## config.mk

```make
export PLATFORM = sky130hd
export DESIGN_NAME = azadi_rst_boot_ctrl
export DESIGN_NICKNAME = d
export VERILOG_FILES = /design/src/rtl/azadi_rst_boot_ctrl.sv
export SDC_FILE = /design/constraint.sdc
export NUM_CORES = 1
export LEC_CHECK = 0
export ABC_AREA = 1
export BUFFER_PORTS_ARGS = -buffer_cell sky130_fd_sc_hd__buf_2
export CAP_MARGIN = 25
export CELL_PAD_IN_SITES_DETAIL_PLACEMENT = 1
export CELL_PAD_IN_SITES_GLOBAL_PLACEMENT = 1
export CORE_ASPECT_RATIO = 1.5
export CORE_UTILIZATION = 44
export DETAILED_ROUTE_END_ITERATION = 8
export PLACE_DENSITY_LB_ADDON = 0.2
export SLEW_MARGIN = 20
export SYNTH_ARGS = -nofsm -noshare
export SYNTH_HDL_FRONTEND = slang
export SYNTH_SLANG_ARGS = --single-unit
```

## constraint.sdc

```tcl
create_clock -name clk_i -period 3 [get_ports clk_i]
set_input_delay 0.6 -clock clk_i [delete_from_list [all_inputs] [get_ports clk_i]]
set_output_delay 0.6 -clock clk_i [all_outputs]
set_load 0.01 [all_outputs]
```

## src/rtl/azadi_rst_boot_ctrl.sv

```systemverilog
// Reset/boot sequencer: pad synchronisers, PLL-lock debounce, hold-off FSM and frozen boot select.
// Define RST_CAUSE_EN to build the rst_cause_o register; otherwise rst_cause_o is tied to 2'b00.
module azadi_rst_boot_ctrl #(
  parameter int unsigned SYNC_STAGES = 2,
  parameter int unsigned LOCK_FILTER = 16,
  parameter int unsigned RST_HOLD    = 32
) (
  input  logic       clk_i,
  input  logic       rst_i,
  input  logic       rst_req_i,
  input  logic       pll_lock_i,
  input  logic [1:0] boot_sel_i,
  output logic       sys_rst_no,
  output logic       pll_lock_o,
  output logic [1:0] boot_sel_o,
  output logic       ready_o,
  output logic [1:0] rst_cause_o
);

  localparam int unsigned LFW = $clog2(LOCK_FILTER + 1);
  localparam int unsigned HW  = $clog2(RST_HOLD + 1);
  localparam logic [LFW-1:0] LF_MAX    = LFW'(LOCK_FILTER);
  localparam logic [HW-1:0]  HOLD_LAST = HW'(RST_HOLD - 1);

  typedef enum logic [1:0] {
    IDLE,
    WAIT_LOCK,
    HOLD,
    RUN
  } state_e;

  logic [SYNC_STAGES-1:0]      req_sync_q;
  logic [SYNC_STAGES-1:0]      lock_sync_q;
  logic [SYNC_STAGES-1:0][1:0] bsel_sync_q;
  logic                        req_s;
  logic                        lock_s;
  logic [1:0]                  bsel_s;

  logic [LFW-1:0] lock_cnt_q, lock_cnt_d;
  logic           pll_lock_q, pll_lock_d;
  logic [HW-1:0]  hold_cnt_q, hold_cnt_d;
  logic [1:0]     boot_sel_q, boot_sel_d;
  state_e         state_q, state_d;

  assign req_s  = req_sync_q[SYNC_STAGES-1];
  assign lock_s = lock_sync_q[SYNC_STAGES-1];
  assign bsel_s = bsel_sync_q[SYNC_STAGES-1];

  always_comb begin
    lock_cnt_d = lock_cnt_q;
    if (!lock_s) begin
      lock_cnt_d = '0;
    end else if (lock_cnt_q != LF_MAX) begin
      lock_cnt_d = lock_cnt_q + LFW'(1);
    end
  end

  // Gated by lock_s so a lock drop is seen one cycle after the synchroniser output falls.
  assign pll_lock_d = lock_s && (lock_cnt_q == LF_MAX);

  always_comb begin
    state_d    = state_q;
    hold_cnt_d = hold_cnt_q;
    boot_sel_d = boot_sel_q;
    unique case (state_q)
      IDLE: begin
        if (!req_s) state_d = WAIT_LOCK;
      end
      WAIT_LOCK: begin
        hold_cnt_d = '0;
        if (pll_lock_q && !req_s) state_d = HOLD;
      end
      HOLD: begin
        if (req_s || !pll_lock_q) begin
          state_d    = WAIT_LOCK;
          hold_cnt_d = '0;
        end else if (hold_cnt_q == HOLD_LAST) begin
          state_d    = RUN;
          boot_sel_d = bsel_s;
        end else begin
          hold_cnt_d = hold_cnt_q + HW'(1);
        end
      end
      RUN: begin
        if (req_s || !pll_lock_q) state_d = WAIT_LOCK;
      end
      default: state_d = IDLE;
    endcase
  end

  always_ff @(posedge clk_i) begin
    if (rst_i) begin
      req_sync_q  <= '0;
      lock_sync_q <= '0;
      bsel_sync_q <= '0;
      lock_cnt_q  <= '0;
      pll_lock_q  <= 1'b0;
      hold_cnt_q  <= '0;
      boot_sel_q  <= '0;
      state_q     <= IDLE;
    end else begin
      req_sync_q  <= {req_sync_q[SYNC_STAGES-2:0], rst_req_i};
      lock_sync_q <= {lock_sync_q[SYNC_STAGES-2:0], pll_lock_i};
      bsel_sync_q <= {bsel_sync_q[SYNC_STAGES-2:0], boot_sel_i};
      lock_cnt_q  <= lock_cnt_d;
      pll_lock_q  <= pll_lock_d;
      hold_cnt_q  <= hold_cnt_d;
      boot_sel_q  <= boot_sel_d;
      state_q     <= state_d;
    end
  end

`ifdef RST_CAUSE_EN
  logic       run_exit;
  logic [1:0] cause_q;

  assign run_exit = (state_q == RUN) && (req_s || !pll_lock_q);

  // Lock-loss cause also looks at lock_s so a pad request racing a lock drop records both.
  always_ff @(posedge clk_i) begin
    if (rst_i) begin
      cause_q <= '0;
    end else if (run_exit) begin
      cause_q <= {(!pll_lock_q || !lock_s), req_s};
    end
  end

  assign rst_cause_o = cause_q;
`else
  assign rst_cause_o = 2'b00;
`endif

  assign sys_rst_no = (state_q == RUN);
  assign ready_o    = (state_q == RUN);
  assign pll_lock_o = pll_lock_q;
  assign boot_sel_o = boot_sel_q;

endmodule

```

==> summary.txt, run 1 <==
CORE AREA: 0.00245 sq mm
Placer Congestion: 0.873
Initial Utilization: 46.9%
Sw Pwr: 0.212 mW
largest family of logic cells by synthesized area: simple AND/OR/NAND/NOR gates
clock tree sinks: 24
Routed Wire Length: 2290 microns
simple-gate share of the synthesized area: 31.0%
pre-CTS setup slack: 1430 ps
# hold bufs at CTS: 0
Net count, final: 182
initial antenna violation count: 0
RSZ-0062 raised after global routing: no
grt met2 use: 37.3%
die area: 0.00282 sq mm
gr ovfl total: 0
Via density: 5.01
H-tree depth: 1
fin worst setup slack: 1270 ps
die width: 43.7 microns
Yosys warnings: 0
Max VDD drop: 0.000346 V
max-slew violation count: 0
area share of fa/ha/maj cells after synthesis: 8.71%
clock root buffer: clkbuf_4
Tmin final: 1730 ps
Final Total Pwr: 0.731 mW
post-synthesis mux area share: 0%
Critical Path End Type: output pin
Tot GR Track Use: 19.5%
compound-cell area share of the yosys netlist: 6.21%
worst endpoint data arrival time: 1130 ps
Netlist Area Pre-Place: 0.00115 sq mm
maxcap violations: 0
Worst-path clk slew: 140 ps
DPL Wire Length: 1840 microns
setup TNS: 0 ps
IO Pins: 13
Most Used Layer, Global Route: met2
Synth cell types: 20
Synth top area share: 41.8%
wire length per cell: 12.0 microns
post-route insts no fill: 191
GR Util met1: 17.9%
Seq pwr share: 47.6%
syn avg cell area: 7.36 sq um
Final period util: 57.7%
die height: 64.6 microns
clock skew: 5.94 ps
Placed Cells: 187
Initial DRC Count: 7
first-pass GRT wire length: 4080 microns
Post-synth EDFFs: 0
most frequent cell after synthesis: nand2_1
Skew-Pair Late Insertion Delay: 330 ps
synthesis-stage register bit count: 24
P&R area growth vs syn: 9.59%
cell count after synthesis: 156
commonest register cell after synthesis: dfxtp_1
vias in the first global route: 1022
async set-reset flop share out of synthesis: 0%
Required @ worst endpoint: 2400 ps
fmax: 0.578 GHz
top cell types by occurrence after synthesis: 30 x nand2_1, 28 x nor2_1, 27 x inv_1, 24 x dfxtp_1
Diodes inserted: 0
largest net degree at the start of global routing: 15
setup bufs post-CTS: 0
CTS Buf Count: 3
CTS tree: built
Max Fanout on Critical Path: 5
Longest Clk Path Bufs: 2
Int Pwr: 0.519 mW
Worst Path Class, Setup: reg2out
Yosys top cell by area: dfxtp_1
standby leakage power: 0.573 nW
HP Class: reg2reg
combinational power share: 19.5%
Antenna Violating Nets Remaining: 0
Residual DRC: 0
Worst Setup Start Kind: register
status: finished clean
top cells by area, synth: dfxtp_1 42%, nand2_1 9.8%, nor2_1 9.2%
Sw Share: 29.0%
Clk pwr share: 32.9%
layout cells sized above 1: 15.0%
power per cell area: 581 mW/mm^2
M3 GR Usage: 1.95%
post-layout util: 51.4%
post-synthesis sequential area ratio: 41.8%
Final setup viols: 0
Vias: 956
CTS-repair resized insts: 0
Post-Synth XOR/XNOR Area: 0.763%
Final Hold Violating Endpoints: 0
I/O Buffers: 10
Rows: 22
drt pass-1 iters: 4
worst paths after layout:
| kind | slack, ps | from | to | cells after the start |
|---|---|---|---|---|
| hold / removal | 420 | bsel_sync_q[1] | bsel_s[1] | 2 |
| hold reg to reg | 420 | bsel_sync_q[1] | bsel_s[1] | 2 |
| setup / recovery | 1270 | state_q[0] | ready_o | 2 |
| setup reg to reg | 1580 | state_q[0] | hold_cnt_q[5] | 7 |
per-stage QoR:
step	hold WS (ps)	cell area (sq um)
2_1_floorplan	388	1150
3_3_place_gp	391	1210
3_5_place_dp	402	1210
4_1_cts	422	1260
5_1_grt	430	1260
6_report	416	1260
power by group through the flow:
stage | Sequential (mW) | Clock (mW) | Combinational [mW]
after floorplan | 0.352 | 0 | 0.116
after global placement | 0.354 | 0 | 0.138
after detailed placement | 0.355 | 0 | 0.144
after CTS | 0.348 | 0.249 | 0.146
after global routing | 0.350 | 0.262 | 0.168
final | 0.348 | 0.240 | 0.143
kinds of logic after synthesis:
family | count (synthesis)
xor gates and xnor gates | 1
adders and majority gates | 8
and+or+nand+nor | 79
other | 1
DFF | 24
buffers and inverters | 31
AOI/OAI and AO/OA | 12
state kept, by name, indices dropped and copies added (netlist names):
| register | cells |
|---|---|
| hold_cnt_q | 6 |
| lock_cnt_q | 5 |
| boot_sel_o | 2 |
| bsel_s | 2 |
| bsel_sync_q | 2 |
| lock_sync_q | 2 |
| req_sync_q | 2 |
| state_q | 2 |
| pll_lock_o | 1 |
worst max-delay path: stages, from the launching register on:
cell and delay (ps):
dfxtp_1 430, ha_1 230, buf_2 150
layout by cell type, fill, tap and decap left out:
master     instances
nor3_1             1
nand3_1            8
nand3_2            1
buf_2             10
nand2_1           30
bufinv_16          1
ha_1               8
or2_2              3
a21oi_1            3
a21oi_2            3
nand2_4            2
o21ai_0            6
clkbuf_4           3
xnor2_1            1
dfxtp_1           24
conb_1             2
nor2_1            28
nand4_1            4
nor2_4             1
nor2_2             1
inv_1             27
per-layer routing:
| metal | vias to the layer above | routed length [microns] |
|---|---|---|
| met2 | 16 | 1250 |
| met5 | - | 0 |
| met4 | 0 | 115 |
| met3 | 11 | 48 |
| li1 | 489 | - |
| met1 | 440 | 877 |
area by class of cell:
class	count	area, sq um
fill	331	1190
multi-input combinational	102	544
sequential	24	480
inverter	27	101
timing repair buffer	10	50.0
clock inverter	1	30.0
tap	24	30.0
clock buffer	3	22.5
Power figures use the tool's default switching activity.
==> inputs of run 2 (changes only) <==
- CORE_UTILIZATION: 44 -> 41
- clock period: 3 -> 1.8 ns (I/O delays scaled with it)
==> summary.txt, run 2 (synthesized netlist as in run 1, its figures left out) <==
status: finished clean
Sw Pwr: 0.366 mW (+72%)
Slowest cell on crit path: dfxtp_1
Net count, final: 182 (unchanged)
Max Fanout on Critical Path: 7 (+2)
Vias: 946 (-1.0%)
Routed Wire Length: 2330 microns (+1.7%)
Max VDD drop: 0.000542 V (+57%)
IO Pins: 13 (unchanged)
standby leakage power: 0.581 nW (+1.4%)
drt pass-1 iters: 4 (unchanged)
CP peak stage delay: 360 ps (-70 ps)
max-slew violation count: 0 (unchanged)
Final period util: 81.3%
Antenna Violating Nets Remaining: 0 (unchanged)
CP cell instances: inv_1, ha_1, inv_1, nor2_1, nand2_4, nand2_4, nand2_1, a21oi_2
biggest regs: hold_cnt_q (6), lock_cnt_q (5)
Placer Congestion: 0.795 (-8.9%)
worst path bufs/invs: 2 (+1)
Highest Signal Layer: met4
routed wl met3: 28 microns (-42%)
Initial DRC Count: 7 (unchanged)
worst endpoint data arrival time: 1670 ps (+540 ps)
gr ovfl total: 0 (unchanged)
Largest Register: hold_cnt_q
Longest Clk Path Bufs: 2 (unchanged)
worst reg2reg endpoint: hold_cnt_q[2]
clock skew: 3.24 ps (-2.70 ps)
clock tree sinks: 24 (unchanged)
Required @ worst endpoint: 2010 ps (-390 ps)
Final setup viols: 0 (unchanged)
power per cell area: 1010 mW/mm^2 (+74%)
setup TNS: 0 ps (unchanged)
RSZ-0062 raised after global routing: no
Int Pwr: 0.939 mW (+81%)
Final Hold Violating Endpoints: 0 (unchanged)
maxcap violations: 0 (unchanged)
CTS Buf Count: 3 (unchanged)
reg2reg setup slack: 340 ps (-1240 ps)
Diodes inserted: 0 (unchanged)
clock root buffer: clkbuf_8
setup bufs post-CTS: 0 (unchanged)
flip-flop count of the largest register after layout: 6 (unchanged)
Initial Utilization: 42.9% (-4.0 points)
# hold bufs at CTS: 0 (unchanged)
Final Total Pwr: 1.30 mW (+78%)
Rows: 23 (+4.5%)
Clk pwr share: 36.3% (+3.4 points)
CTS tree: built
H-tree depth: 1 (unchanged)
Worst-path clk slew: 90 ps (-50 ps)
CTS-repair resized insts: 0 (unchanged)
Critical Path End Type: register
hold_ws: 291 ps (-126 ps)
cell area after layout: 0.00129 sq mm (+2.8%)
combinational power share: 19.3% (-0.2 points)
initial antenna violation count: 0 (unchanged)
first-pass GRT wire length: 4180 microns (+2.6%)
FF-to-FF Start: state_q[0]
die height: 66.8 microns (+3.5%)
post-route insts no fill: 204 (+6.8%)
P&R area growth vs syn: 12.6%
Tot GR Track Use: 19.1% (-0.33 points)
fmax: 0.683 GHz
Skew-Pair Late Insertion Delay: 270 ps (-60 ps)
vias in the first global route: 1023 (+0.098%)
Via density: 4.64 (-7.4%)
Placed Cells: 200 (+7.0%)
# fillers: 358 (+8.2%)
die area: 0.00302 sq mm (+7.0%)
Residual DRC: 0 (unchanged)
Worst Path Class, Setup: reg2reg
Area after DPL: 0.00122 sq mm (+1.3%)
wire length per cell: 11.4 microns (-4.8%)
Hold Path End: req_sync_q[0]
I/O Buffers: 10 (unchanged)
wl on met1: 892 microns (+1.7%)
largest net degree at the start of global routing: 15 (unchanged)
Sw Share: 28.0% (-0.97 points)
Worst Setup Start Kind: register
die width: 45.2 microns (+3.4%)
Tmin final: 1460 ps
Seq pwr share: 44.4% (-3.2 points)
most frequent cells in the layout: 30 x nand2_1, 28 x nor2_1, 27 x inv_1
CORE AREA: 0.00268 sq mm (+9.2%)
met2 routed WL: 1370 microns (+10%)
r2r worst-path depth: 8 (+1)
DPL Wire Length: 1910 microns (+4.1%)
layout cells sized above 1: 15.0% (unchanged)
worst hold start: rst_req_i
worst hold path stage count: 3 (+1)
HP Class: in2reg
most common cell after layout, fill and taps aside: nand2_1
cell family with most CP delay: simple AND/OR/NAND/NOR gates
==> run 2: cell types whose count changed in the layout (fill, tap and decap cells not counted) <==
cell	before	now
clkbuf_8	0	3
clkbuf_4	3	0
==> run 2: cell type report <==
| cell class | count | area, sq um | area share [%] |
|---|---|---|---|
| clock buffers | 3 | 41.3 | 3.19 |
| clock inverters | 1 | 30.0 | 2.32 |
| inverters | 27 | 101 | 7.83 |
| multi-input cells | 102 | 544 | 42.1 |
| flip-flops and latches | 24 | 480 | 37.1 |
| well taps | 37 | 46.3 | 3.58 |
| repair buffers | 10 | 50.0 | 3.87 |
==> run 2: through the flow <==
step,utilization (%),setup WS [ps]
after floorplan,-,541
after global placement,45.7,446
after detailed placement,45.7,349
after CTS,48.3,306
after global routing,48.3,170
final,48.3,336
==> run 2: worst min-delay path: cells and delay by family <==
| kind | cells | cell delay (ps) |
|---|---|---|
| buffers and inverters | 2 | 130 |
| and+or+nand+nor | 1 | 30 |
==> run 2: worst max-delay path by stage <==
| stage | start | endpoint | slack, ps | cells past startpoint |
|---|---|---|---|---|
| 2_1_floorplan | state_q[0] | hold_cnt_q[3] | 540 | 9 |
| 3_3_place_gp | state_q[0] | hold_cnt_q[3] | 450 | 9 |
| 3_5_place_dp | state_q[0] | hold_cnt_q[2] | 350 | 8 |
| 4_1_cts | state_q[0] | hold_cnt_q[2] | 310 | 8 |
| 5_1_grt | state_q[0] | boot_sel_o[1] | 170 | 7 |
| 6_report | state_q[0] | hold_cnt_q[2] | 340 | 8 |
==> run 2: power groups by stage <==
stage          sequential (mW)  clock [mW]  combinational (mW)
2_1_floorplan            0.586           0               0.194
3_3_place_gp             0.590           0               0.238
3_5_place_dp             0.593           0               0.256
4_1_cts                  0.580       0.482               0.257
5_1_grt                  0.584       0.500               0.297
6_report                 0.580       0.473               0.252
==> run 2: routing by layer <==
layer  vias up  GRT usage (%)
met2         7           37.7
met5         -              0
li1        491              -
met4         0           7.95
met3         4           2.44
met1       444           18.7
